`src/rtl/reg_dump_reader.sv`:
```
// reg_dump_reader: walks the register file read port over every register and streams each
// value out as an address-tagged valid/ready beat, keeping a running checksum. Rev 1.0
`default_nettype none

module reg_dump_reader #(
  parameter int NUM_REGS = 15,
  parameter int ADDR_W   = 4,
  parameter int DATA_W   = 32
) (
  input  logic              clk,
  input  logic              rst,
  input  logic              start,
  input  logic              abort,
  output logic [ADDR_W-1:0] rf_src,
  input  logic [DATA_W-1:0] rf_data,
  output logic              out_valid,
  input  logic              out_ready,
  output logic [ADDR_W-1:0] out_addr,
  output logic [DATA_W-1:0] out_data,
  output logic              busy,
  output logic              done,
  output logic [DATA_W-1:0] checksum
);

  typedef enum logic [1:0] {
    S_IDLE = 2'd0,
    S_READ = 2'd1,
    S_SEND = 2'd2,
    S_FIN  = 2'd3
  } state_e;

  localparam logic [ADDR_W-1:0] LAST_IDX = ADDR_W'(NUM_REGS - 1);

  state_e              state_q, state_d;
  logic [ADDR_W-1:0]   idx_q, idx_d;
  logic [ADDR_W-1:0]   rf_src_q, rf_src_d;
  logic                out_valid_q, out_valid_d;
  logic [ADDR_W-1:0]   out_addr_q, out_addr_d;
  logic [DATA_W-1:0]   out_data_q, out_data_d;
  logic                busy_q, busy_d;
  logic                done_q, done_d;
  logic [DATA_W-1:0]   checksum_q, checksum_d;

  always_ff @(posedge clk or posedge rst) begin
    if (rst) begin
      state_q     <= S_IDLE;
      idx_q       <= '0;
      rf_src_q    <= '0;
      out_valid_q <= 1'b0;
      out_addr_q  <= '0;
      out_data_q  <= '0;
      busy_q      <= 1'b0;
      done_q      <= 1'b0;
      checksum_q  <= '0;
    end else begin
      state_q     <= state_d;
      idx_q       <= idx_d;
      rf_src_q    <= rf_src_d;
      out_valid_q <= out_valid_d;
      out_addr_q  <= out_addr_d;
      out_data_q  <= out_data_d;
      busy_q      <= busy_d;
      done_q      <= done_d;
      checksum_q  <= checksum_d;
    end
  end

  always_comb begin
    state_d     = state_q;
    idx_d       = idx_q;
    rf_src_d    = rf_src_q;
    out_valid_d = out_valid_q;
    out_addr_d  = out_addr_q;
    out_data_d  = out_data_q;
    busy_d      = busy_q;
    done_d      = 1'b0;
    checksum_d  = checksum_q;

    case (state_q)
      S_IDLE: begin
        // start beats a coincident abort here: abort has nothing to cancel yet
        if (start) begin
          idx_d      = '0;
          rf_src_d   = '0;
          checksum_d = '0;
          busy_d     = 1'b1;
          state_d    = S_READ;
        end
      end

      S_READ: begin
        if (abort) begin
          out_valid_d = 1'b0;
          busy_d      = 1'b0;
          state_d     = S_IDLE;
        end else begin
          out_data_d  = rf_data;
          out_addr_d  = idx_q;
          out_valid_d = 1'b1;
          checksum_d  = checksum_q + rf_data;
          state_d     = S_SEND;
        end
      end

      S_SEND: begin
        // abort wins over a same-cycle handshake; the beat still counts as consumed
        if (abort) begin
          out_valid_d = 1'b0;
          busy_d      = 1'b0;
          state_d     = S_IDLE;
        end else if (out_valid_q && out_ready) begin
          out_valid_d = 1'b0;
          if (idx_q == LAST_IDX) begin
            state_d = S_FIN;
          end else begin
            idx_d    = idx_q + ADDR_W'(1);
            rf_src_d = idx_q + ADDR_W'(1);
            state_d  = S_READ;
          end
        end
      end

      S_FIN: begin
        done_d  = 1'b1;
        busy_d  = 1'b0;
        state_d = S_IDLE;
      end

      default: begin
        state_d = S_IDLE;
      end
    endcase
  end

  assign rf_src    = rf_src_q;
  assign out_valid = out_valid_q;
  assign out_addr  = out_addr_q;
  assign out_data  = out_data_q;
  assign busy      = busy_q;
  assign done      = done_q;
  assign checksum  = checksum_q;

endmodule

`default_nettype wire

```
`config.mk`:
```
export PLATFORM = sky130hd
export DESIGN_NAME = reg_dump_reader
export DESIGN_NICKNAME = d
export VERILOG_FILES = /design/src/rtl/reg_dump_reader.sv
export SDC_FILE = /design/constraint.sdc
export NUM_CORES = 1
export LEC_CHECK = 0
export ABC_CLOCK_PERIOD_IN_PS = 4100
export BUFFER_PORTS_ARGS = -buffer_cell sky130_fd_sc_hd__buf_2
export CAP_MARGIN = 30
export CORE_UTILIZATION = 54
export CTS_CLUSTER_DIAMETER = 100
export DETAILED_ROUTE_END_ITERATION = 10
export PLACE_DENSITY_LB_ADDON = 0.25
export SLEW_MARGIN = 20
export SYNTH_ARGS = -nofsm -noshare
export SYNTH_HDL_FRONTEND = slang
export SYNTH_SLANG_ARGS = --single-unit
```
`constraint.sdc`:
```
create_clock -name clk -period 4.1 [get_ports clk]
set_input_delay 0.205 -clock clk [delete_from_list [all_inputs] [get_ports clk]]
set_output_delay 0.205 -clock clk [all_outputs]
set_load 0.05 [all_outputs]
```
==> out/results.tsv <==
stage	metric	value	unit
synth	post-synthesis sequential element count	77	
routing	DRC	0	
timing	clock skew	0.00990	ns
setup_path	startpoint kind of the worst setup timing path	register	
global_routing	via count of the first global-routing pass	3825	
synth	cell area after synthesis	0.00466	mm^2
synth	Yosys warning count	0	
setup_path	required time reported for the critical path endpoint	4.34	ns
floorplanning	initial cell density of the core	0.561	
setup_path	cell with the largest stage delay on the worst path	sky130_fd_sc_hd__a221o_1	
setup_path	signal arrival time at the worst endpoint	3.39	ns
setup_path	critical register-to-register path startpoint	checksum[25]	
cells_and_area	number of nets in the layout	658	
setup_path	gate family responsible for the most delay along the worst path	compound AO/OA/AOI/OAI gates	
timing	normalized max-slew margin	0.405	
global_routing	Global Route Usage Sum	0.249	
timing	final critical-path share of the clock period	0.768	
cts	CTS resizes	0	
synth	Netlist cell types	52	
floorplanning	I/O pin count	112	
timing	highest clock rate	0.317	GHz
setup_path	register-to-register setup slack	0.95	ns
routing	antenna viol nets, final	0	
floorplanning	horizontal extent of the die	94.9	um
routing	mean number of vias per cell	5.82	
setup_path	endpoint of the worst register-to-register path	checksum[31]	
min_path	worst hold-check path type	in2reg	
setup_path	logic depth of the worst setup path including buffers	10	
synth	number of flops mapped to enable cells by yosys	0	
routing	first-pass iteration count of the detailed router	4	
cts	htree depth	3	
synth	prevailing post-synth register cell	sky130_fd_sc_hd__dfrtp_1	
cts	clk slew on worst S/H paths	0.09	ns
global_routing	largest net degree at the start of global routing	53	
cts	root cell of the clock tree	sky130_fd_sc_hd__clkbuf_8	
setup_path	Worst Setup End Kind	register	
floorplanning	Die Ht	94.9	um
timing	post-route setup TNS	0	ns
timing	transition time at the pin with the least slew margin	0.892	ns
global_routing	wire length of the first global-routing pass	17500	um
timing	final critical delay including setup and external delays	3.15	ns
setup_path	Worst Reg-to-Reg Cells	10	
global_routing	antenna violations before repair	0	
setup_path	Setup crit end	checksum[31]	
setup_path	critical-path maximum fanout	6	
cts	clock insertion delay at the later pin of the skew report	0.36	ns
routing	mean routed wirelength per cell	15.5	um
cells_and_area	most common library cell in the layout ignoring fill and taps	sky130_fd_sc_hd__buf_2	
pwr	leakage power	0.00287	uW
pwr	power density over the cells	932	mW/mm^2
cells_and_area	P&R area growth vs syn	21.2	%
cells_and_area	commonest non-fill, non-tap cells in the layout	sky130_fd_sc_hd__buf_2, sky130_fd_sc_hd__dfrtp_1, sky130_fd_sc_hd__nand2_1	
setup_path	CP startpoint	checksum[25]	
cells_and_area	share of layout cells above drive strength 1	0.307	
floorplanning	core footprint	0.00830	mm^2
synth	sequential-to-total area share from yosys stat	0.414	
floorplanning	std cell rows	33	
synth	share of async-settable or async-resettable flops after synthesis	1.00	
flow_run	number of max-capacitance violations reported	0	
synth	cell count after synthesis	471	
status	run status	complete, no violations	
cts	Num CTS Buffers	9	
setup_path	Bufs and invs on worst path	0	
cts	post-CTS setup buffer count	0	
timing	hold slack final	0.0685	ns
synth	syn nets	547	
timing	Final Setup Violations	0	
setup_path	max incr delay on CP	0.43	ns
global_routing	final global-route overflow total	0	
routing	violation count after the first detailed-routing iteration	134	
cts	largest buffer count on any clock path	2	
place	Port-buffer cells	111	
place	detailed placement HPWL	7760	um
synth	mean cell area of the mapped netlist	9.89	um^2
setup_path	critical path type	reg2reg	
timing	Final Max Slew Viols	0	
timing	setup repair after global routing missed its margin	false	
place	routability congestion estimate from global placement	0.873	
cts	TritonCTS clock tree	done	
setup_path	CP cell instances	ha_1 > a21o_1 > a221o_1 > a2111oi_4 > a21oi_2 > a2111oi_4 > a21oi_1 > or3_1 > and2_0 > a221o_1	
timing	number of hold violations in the final report	0	
cells_and_area	antenna cell count	0	
pwr	VDD IR-drop max	0.575	mV
floorplanning	DIE AREA	0.00900	mm^2
routing	Total Wirelength	10700	um
cts	count of clock tree sinks	77	
routing	overall via count from detail_route	4028	
==> registers in the layout (all words and copies together), names as in the netlist <==
| name | count |
|---|---|
| checksum | 32 |
| out_data | 32 |
| out_addr | 4 |
| rf_src | 4 |
| state_q | 2 |
| busy | 1 |
| done | 1 |
| out_valid | 1 |
==> metrics by stage <==
step	utilization	std cells	setup WS [ns]	area, um^2	total power, uW
CTS	0.675	689	0.956	5610	5270
finish	0.680	692	0.949	5640	5260
global placement	0.639	672	1.09	5310	4380
global route	0.680	692	0.800	5640	5600
detailed placement	0.643	673	0.987	5330	4470
floorplan	-	471	0.860	4660	3770
==> timing repair <==
| item | CTS | global route |
|---|---|---|
| hold buffers | 0 | 1 |
| endpoints found under the hold margin | 0 | 24 |
| setup endpoints to repair | 0 | 0 |
==> power breakdown <==
part / switching [uW] / internal, uW / total, uW
Clock: 289 / 483 / 772
Combinational: 2200 / 1010 / 3210
Sequential: 197 / 1080 / 1270
Total: 2690 / 2570 / 5260
==> worst min path at each step <==
stage          startpoint     endpoint  slack, ns  cells after the start
6_report        out_ready    out_valid       0.07                      2
5_1_grt         out_ready    out_valid       0.06                      2
4_1_cts               rst  out_addr[0]       0.03                      2
3_5_place_dp          rst  out_addr[3]       0.43                      2
3_3_place_gp          rst  out_addr[3]       0.40                      2
2_1_floorplan   out_ready    out_valid       0.31                      1
==> synthesized netlist by cell type, drive strengths merged, types with 2 or more instances <==
| library cell | n | share of area |
|---|---|---|
| and2 | 3 | 0.0040 |
| or3 | 5 | 0.0067 |
| xnor2 | 6 | 0.011 |
| nor2b | 4 | 0.0054 |
| nand2b | 4 | 0.0054 |
| a22o | 3 | 0.0056 |
| o21bai | 2 | 0.0032 |
| a221o | 2 | 0.0043 |
| a211o | 3 | 0.0056 |
| a211oi | 4 | 0.0064 |
| nor3 | 7 | 0.0075 |
| clkbuf | 15 | 0.012 |
| nand4 | 3 | 0.0040 |
| and3 | 3 | 0.0040 |
| o21ai | 39 | 0.042 |
| or2 | 4 | 0.0054 |
| ha | 38 | 0.10 |
| a311o | 2 | 0.0043 |
| mux2 | 37 | 0.089 |
| o21a | 4 | 0.0064 |
| a31oi | 5 | 0.0067 |
| nor4 | 2 | 0.0027 |
| a2111oi | 2 | 0.012 |
| xor2 | 14 | 0.026 |
| inv | 17 | 0.014 |
| a32o | 3 | 0.0064 |
| a21o | 18 | 0.029 |
| nand3 | 11 | 0.012 |
| nor2 | 23 | 0.019 |
| nand2 | 52 | 0.042 |
| dfrtp | 77 | 0.41 |
| o211ai | 4 | 0.0064 |
| a21oi | 36 | 0.039 |
| o31ai | 4 | 0.0064 |
==> routing by layer <==
metal / track usage / vias to the layer above / routed length (um)
li1: - / 1937 / -
met1: 0.313 / 1940 / 4760
met2: 0.423 / 134 / 5180
met3: 0.0515 / 17 / 578
met4: 0.0871 / 0 / 181
met5: 0 / - / 0
==> layout make-up <==
type	instances	area (um^2)
Fill cell	683	2660
Multi-Input combinational cell	361	2620
Sequential cell	77	1930
Timing Repair Buffer	116	628
Clock buffer	10	138
Clock inverter	6	134
Tap cell	105	131
Inverter	17	65.1
==> cells by family after synthesis <==
family          share of synthesized area
buf+inv                            0.0266
compound gates                      0.203
mux                                0.0916
flops                               0.414
xor+xnor                           0.0376
fa+ha+maj                           0.106
simple gates                        0.121
No activity file was read; power rests on OpenSTA's default activity.
